==> src/rtl/npc_pkg.sv <==
// Shared types and constants for the NPC front end (instruction fetch).
package npc_pkg;

   // Fetch controller states
   typedef enum logic [2:0] {
      ST_IDLE   = 3'd0,
      ST_REQ    = 3'd1,
      ST_RESP   = 3'd2,
      ST_OUT    = 3'd3,
      ST_WAITWB = 3'd4
   } ifu_state_t;

   // R channel response code for a successful read
   localparam logic [1:0]  RESP_OKAY        = 2'b00;

   // Architectural PC after reset
   localparam logic [31:0] DEFAULT_RESET_PC = 32'h8000_0000;

   // A fetch address is misaligned when either of its two low bits is set
   function automatic logic pc_misaligned(input logic [1:0] pc_lsbs);
      return (pc_lsbs != 2'b00);
   endfunction

endpackage

==> src/rtl/ifu_fetch_ctrl.sv <==
// Multi-cycle instruction fetch controller: owns the PC, issues one AR/R read
// per instruction, hands the word to decode, then waits for writeback's dnpc.
// Misaligned PCs skip the bus entirely and surface as a fetch_err instruction.
module ifu_fetch_ctrl
   import npc_pkg::*;
#(
   parameter logic [31:0] RESET_PC = npc_pkg::DEFAULT_RESET_PC
) (
   input  logic        clk,
   input  logic        rst,
   input  logic        wb_valid,
   input  logic [31:0] dnpc,
   output logic        ar_valid,
   input  logic        ar_ready,
   output logic [31:0] ar_addr,
   input  logic        r_valid,
   output logic        r_ready,
   input  logic [31:0] r_data,
   input  logic [1:0]  r_resp,
   output logic        inst_valid,
   input  logic        inst_ready,
   output logic [31:0] inst,
   output logic [31:0] pc,
   output logic        fetch_err
);

   ifu_state_t  state_q;
   ifu_state_t  state_d;
   logic [31:0] pc_q;
   logic [31:0] pc_d;
   logic [31:0] inst_q;
   logic [31:0] inst_d;
   logic        fetch_err_q;
   logic        fetch_err_d;

   // State register; reset aborts any transaction straight back to IDLE
   always_ff @(posedge clk or posedge rst) begin
      if (rst) begin
         state_q <= ST_IDLE;
      end else begin
         state_q <= state_d;
      end
   end

   // PC and instruction buffer registers
   always_ff @(posedge clk or posedge rst) begin
      if (rst) begin
         pc_q        <= RESET_PC;
         inst_q      <= 32'h0000_0000;
         fetch_err_q <= 1'b0;
      end else begin
         pc_q        <= pc_d;
         inst_q      <= inst_d;
         fetch_err_q <= fetch_err_d;
      end
   end

   // Next-state logic: one bus read per instruction, no prefetch
   always_comb begin
      state_d = state_q;
      case (state_q)
         ST_IDLE: begin
            if (pc_misaligned(pc_q[1:0])) begin
               state_d = ST_OUT;
            end else begin
               state_d = ST_REQ;
            end
         end
         ST_REQ: begin
            if (ar_ready) begin
               state_d = ST_RESP;
            end else begin
               state_d = ST_REQ;
            end
         end
         ST_RESP: begin
            if (r_valid) begin
               state_d = ST_OUT;
            end else begin
               state_d = ST_RESP;
            end
         end
         ST_OUT: begin
            if (inst_ready) begin
               state_d = ST_WAITWB;
            end else begin
               state_d = ST_OUT;
            end
         end
         ST_WAITWB: begin
            if (wb_valid) begin
               if (pc_misaligned(dnpc[1:0])) begin
                  state_d = ST_OUT;
               end else begin
                  state_d = ST_REQ;
               end
            end else begin
               state_d = ST_WAITWB;
            end
         end
         default: begin
            state_d = ST_IDLE;
         end
      endcase
   end

   // Datapath updates: capture the R beat, load dnpc, synthesize fault words
   always_comb begin
      pc_d        = pc_q;
      inst_d      = inst_q;
      fetch_err_d = fetch_err_q;
      case (state_q)
         ST_IDLE: begin
            if (pc_misaligned(pc_q[1:0])) begin
               inst_d      = 32'h0000_0000;
               fetch_err_d = 1'b1;
            end else begin
               inst_d      = inst_q;
               fetch_err_d = fetch_err_q;
            end
         end
         ST_RESP: begin
            if (r_valid) begin
               inst_d      = r_data;
               fetch_err_d = (r_resp != RESP_OKAY);
            end else begin
               inst_d      = inst_q;
               fetch_err_d = fetch_err_q;
            end
         end
         ST_WAITWB: begin
            if (wb_valid) begin
               pc_d = dnpc;
               if (pc_misaligned(dnpc[1:0])) begin
                  inst_d      = 32'h0000_0000;
                  fetch_err_d = 1'b1;
               end else begin
                  inst_d      = inst_q;
                  fetch_err_d = fetch_err_q;
               end
            end else begin
               pc_d = pc_q;
            end
         end
         default: begin
            pc_d        = pc_q;
            inst_d      = inst_q;
            fetch_err_d = fetch_err_q;
         end
      endcase
   end

   // Moore handshake outputs decoded from the state register
   always_comb begin
      ar_valid   = 1'b0;
      r_ready    = 1'b0;
      inst_valid = 1'b0;
      case (state_q)
         ST_REQ:  ar_valid   = 1'b1;
         ST_RESP: r_ready    = 1'b1;
         ST_OUT:  inst_valid = 1'b1;
         default: begin
            ar_valid   = 1'b0;
            r_ready    = 1'b0;
            inst_valid = 1'b0;
         end
      endcase
   end

   // The fetch address is the PC itself, so it is stable for the whole AR phase
   assign ar_addr   = pc_q;
   assign pc        = pc_q;
   assign inst      = inst_q;
   assign fetch_err = fetch_err_q;

endmodule

==> config.mk <==
export PLATFORM = sky130hd
export DESIGN_NAME = ifu_fetch_ctrl
export DESIGN_NICKNAME = d
export VERILOG_FILES = /design/src/rtl/npc_pkg.sv /design/src/rtl/ifu_fetch_ctrl.sv
export SDC_FILE = /design/constraint.sdc
export NUM_CORES = 1
export LEC_CHECK = 0
export BUFFER_PORTS_ARGS = -buffer_cell sky130_fd_sc_hd__buf_2
export CAP_MARGIN = 0
export CELL_PAD_IN_SITES_DETAIL_PLACEMENT = 1
export CELL_PAD_IN_SITES_GLOBAL_PLACEMENT = 2
export CORE_MARGIN = 2
export CORE_UTILIZATION = 27
export DETAILED_ROUTE_END_ITERATION = 6
export PLACE_DENSITY = 0.78
export SETUP_SLACK_MARGIN = 0.1
export SLEW_MARGIN = 0
export SYNTH_ARGS = -nofsm -noshare
export SYNTH_HDL_FRONTEND = slang
export SYNTH_SLANG_ARGS = --single-unit
==> constraint.sdc <==
create_clock -name clk -period 2.63 [get_ports clk]
set_input_delay 0.526 -clock clk [delete_from_list [all_inputs] [get_ports clk]]
set_output_delay 0.526 -clock clk [all_outputs]
set_load 0.02 [all_outputs]
* After elaboration in Yosys (flattened, before gate mapping)
Index checks and enable logic that the tools add are counted.
** Word-level totals
- Register bits :: 68
- Input port bits :: 72
- Output and inout port bits :: 100
** Operators by class
- Equal/unequal tests :: 8
- Mux-type cells :: 20
- Reductions and logical operators :: 7
** Operators by type and width (count)
- $mux W32 :: 4
- $pmux W32 S3 :: 1
- $pmux W3 S5 :: 1
- $mux W1 :: 8
- $ne A2 B2 Y1 const B :: 4
- $eq A3 B2 Y1 const B :: 2
- $mux W2 :: 3
- $mux W3 :: 2
- $reduce_bool A2 Y1 :: 3
- $reduce_and A5 Y1 :: 1
- $eq A3 B1 Y1 const B :: 1
- $eq A3 B3 Y1 const B :: 1
- $logic_not A3 Y1 :: 1
- $pmux W1 S3 :: 1
- $reduce_bool A3 Y1 :: 1
- $reduce_and A2 Y1 :: 1

* Depth between registers and ports, before layout
- Depth after elaboration :: 4
- Depth in mapped cells :: 6
- Mapped depth without buffers :: 4

* Worst setup path after synthesis
No wires, ideal clock.
- Kind :: register to output
- Start :: reg state_q[2]
- End :: out ar_valid
- Data arrival time :: 1200 ps
- Slack :: 904 ps
- Cell stages (with the launch flop) :: 3
- Buffers on the path :: 1
- Cell sequence :: dfrtp_1 > buf_2 > nor3b_1
** On the way
- Longest elaborated chain between the ends :: 2
** RTL lines
- start, declared :: line ifu_fetch_ctrl.sv:27 : ifu_state_t state_q;
- start signal, assigned :: line ifu_fetch_ctrl.sv:41 : state_q <= state_d;
- $eq A3 B1 Y1 :: line ifu_fetch_ctrl.sv:158 : case (state_q)
- $mux W1 :: line ifu_fetch_ctrl.sv:158
- end, declared :: line ifu_fetch_ctrl.sv:13 : output logic ar_valid,
No other way between the ends.

* Final worst setup path
- Start :: reg state_q[2]
- End :: reg inst_q[17] (netlist: inst[17])
** On the way
- Longest elaborated chain between the ends :: 3
- Elaborated cells between the ends (all ways) :: 10
- Those cells by class :: 6 x eq/ne; 1 x mux; 3 x reduce/logical
** RTL lines
- $eq A3 B3 Y1 (tied with other cells) :: line ifu_fetch_ctrl.sv:112 : case (state_q)
- $ne A2 B2 Y1 (no source line) or $reduce_bool A3 Y1 (tied branches)
- $reduce_and A5 Y1 (no source line)
- end signal, assigned :: line ifu_fetch_ctrl.sv:53 : inst_q <= inst_d;
- end, declared :: line ifu_fetch_ctrl.sv:31 : logic [31:0] inst_q;
Several ways; a longest one is shown, not always the timed one.
A chain may end at the register's enable or synchronous reset.

==> qor.yml <==
status:
  outcome: "complete, no violations"
logic_synthesis:
  netlist_instances: 267
  seq_area_frac_synth: 0.517
  syn_area_sq_um: 3290
  synth_top_cell_by_area: "dfrtp_1"
  synth_top_area_share: 0.510
  synth-warning-count: 0
  ys_top_cells_by_area: "dfrtp_1 (51%), mux2_4 (13%), mux2i_1 (9.7%)"
  avgSynthCellArea_sq_um: 12.3
  synth.ff_latch_count: 68
  synth.distinct_cells: 27
  syn_nets: 339
cells_and_area:
  drive_gt1_frac: 0.549
  syn_to_final_growth_pct: 31.5
  fill_cells: 1378
  fin_nets: 484
  layout_commonest_cell: "buf_2"
  multi_input_area_sq_um: 1100
  ff_latch_area_sq_um: 1700
  insertedDiodeCount: 0
  final_cell_mix: "buf_2 (171), dfrtp_1 (67), nand2_1 (34), inv_1 (34), mux2i_1 (32)"
power_and_ir_drop:
  p_per_area_nw_per_um2: 1380
  ir_drop_mv: 0.468
  sequentialPowerShare: 0.309
  p_leak_nw: 2.44
  intPower_mw: 3.52
  swShare: 0.413
  p_switching_mw: 2.47
  clock_power_share: 0.207
  comb_power_share: 0.484
floorplanning:
  die_x_microns: 114
  die_h_microns: 114
  dieArea_sq_um: 13100
  io_pins: 172
  start_util: 0.275
  core_sq_um: 12000
  rows: 40
timing:
  hold_violations: 0
  fin_skew_ns: 0.00635
  rsz0062_at_grt: "false"
  max-slew-margin-rel: 0.482
  fin_crit_ns: 2.12
  fmax_mhz: 472
  fin_tns_setup_ns: 0
  tightest_slew_ns: 0.774
  drv_slew: 0
  finalSetupViolCount: 0
  post-route-period-util: 0.806
  hold_ws_ns: 0.286
routing:
  initialDrtViolationCount: 46
  route.detailed.drc: 0
  detail_route.first_pass.iterations: 3
  wire_per_inst_microns: 13.8
  vias: 2332
  ant_nets: 0
  routed_wl_microns: 7770
  routed_via_density: 4.15
worst_hold_path:
  hold_path_class: "in2async"
setup_path:
  critPathLaunchType: "flip-flop"
  crit_fanout: 18
  cp_top_family: "compound AO/OA/AOI/OAI gates"
  required_ns: 2.87
  reg2regPathDepth: 5
  r2r_slack_ns: 0.51
  endpoint_kind: "flip-flop"
  regToRegStartpoint: "state_q[2]"
  cpPeakStageDelay_ns: 0.64
  cp_cell_sequence: "nor3_1 > a21oi_1 > o21ai_4 > buf_4 > mux2i_1"
  r2r-end: "inst[17]"
  worstPathArrival_ns: 2.36
  slowest_stage: "o21ai_4"
  worstSetupPathType: "reg2reg"
  worst-path-buf-inv: 1
global_route:
  grt_use_total: 0.121
  grt_first_pass_wirelength_microns: 12400
  overflow: 0
  grt_max_degree: 39
  grt_antenna_before_repair: 0
  grt_pass1_vias: 2509
clock_tree:
  cts_setup_buffers: 0
  h-tree-depth: 3
  clockBufferDepth: 2
  insertion_delay_ns: 0.32
  ctsHoldBuffers: 0
  clock-sinks: 68
  clkTransAtPathRegs_ns: 0.05
  cts_resized: 0
  cts_tree: "done"
  clock_tree.root_cell: "clkbuf_16"
  numCtsBuffers: 9
place:
  hpwl_microns: 5900
  io_buffer_count: 171
  place_congestion: 0.746
job:
  max_cap_viol_count: 0
==> worst max path at each step <==
stage	from	to	slack (ns)	depth (start not counted)
2_1_floorplan	rst	ar_addr[0]	0.39	1
3_3_place_gp	state_q[2]	inst[10]	0.53	5
3_5_place_dp	state_q[2]	inst[17]	0.48	5
4_1_cts	state_q[2]	inst[13]	0.46	5
5_1_grt	state_q[2]	inst[18]	0.33	5
6_report	state_q[2]	inst[17]	0.51	5
==> power groups by stage <==
stage	Clock, mW	Combinational [mW]	Sequential, mW
after global routing	1.33	3.10	1.92
final	1.24	2.89	1.85
after detailed placement	0	2.94	1.88
after global placement	0	2.90	1.86
after floorplan	0	1.86	2.35
after CTS	1.29	2.95	1.87
==> per-stage QoR <==
stage | worst slack (ns) | util | total power, mW | instances | cell area (sq um)
final | 0.511 | 0.362 | 5.98 | 562 | 4330
after global routing | 0.332 | 0.362 | 6.35 | 562 | 4330
after floorplan | 0.394 | - | 4.20 | 267 | 3290
after CTS | 0.459 | 0.362 | 6.11 | 562 | 4330
after detailed placement | 0.477 | 0.336 | 4.82 | 548 | 4020
after global placement | 0.532 | 0.336 | 4.76 | 548 | 4020
==> synth_stat cells (all sizes together) <==
cell and n:
a21oi 2, a221oi 2, a32o 1, and3 1, and3b 1, buf 43
dfrtp 67, dfstp 1, inv 35, mux2 33, mux2i 32, nand2 34
nand2b 1, nor2 6, nor3 1, nor3b 2, o211ai 1, o21a 1
o21ai 3
==> worst reg2reg max path, stage by stage (launching register included) <==
cell and delay, ns:
dfrtp_1 0.51, nor3_1 0.23, a21oi_1 0.09, o21ai_4 0.64
buf_4 0.35, mux2i_1 0.21
==> flip-flops by register name (all words and copies together) (netlist names) <==
name / count
ar_addr: 32
inst: 32
state_q: 3
fetch_err: 1
==> final cells by class <==
type                       instances  area share
clock buffer                      13      0.0648
multi-input combinational        121       0.254
inverter                          35      0.0304
timing repair buffer             177       0.208
sequential                        68       0.393
clock inverter                     1     0.00694
tap                              147      0.0425
==> cells by family (layout without fill, tap and decap cells) <==
logic type / after synthesis / count (layout) / share of synthesized area
AOI/OAI and AO/OA: 10 / 10 / 0.0278
buffers and inverters: 78 / 226 / 0.149
DFF: 68 / 68 / 0.517
muxes: 65 / 65 / 0.242
and+or+nand+nor: 46 / 46 / 0.0639
==> layer usage <==
layer	global-route usage	vias to the layer above	share of wire
met2	0.205	82	0.50
met4	0.0382	0	0.013
met5	0	-	0
li1	-	1109	-
met3	0.0328	8	0.054
met1	0.150	1133	0.43
No activity file was read; power rests on OpenSTA's default activity.
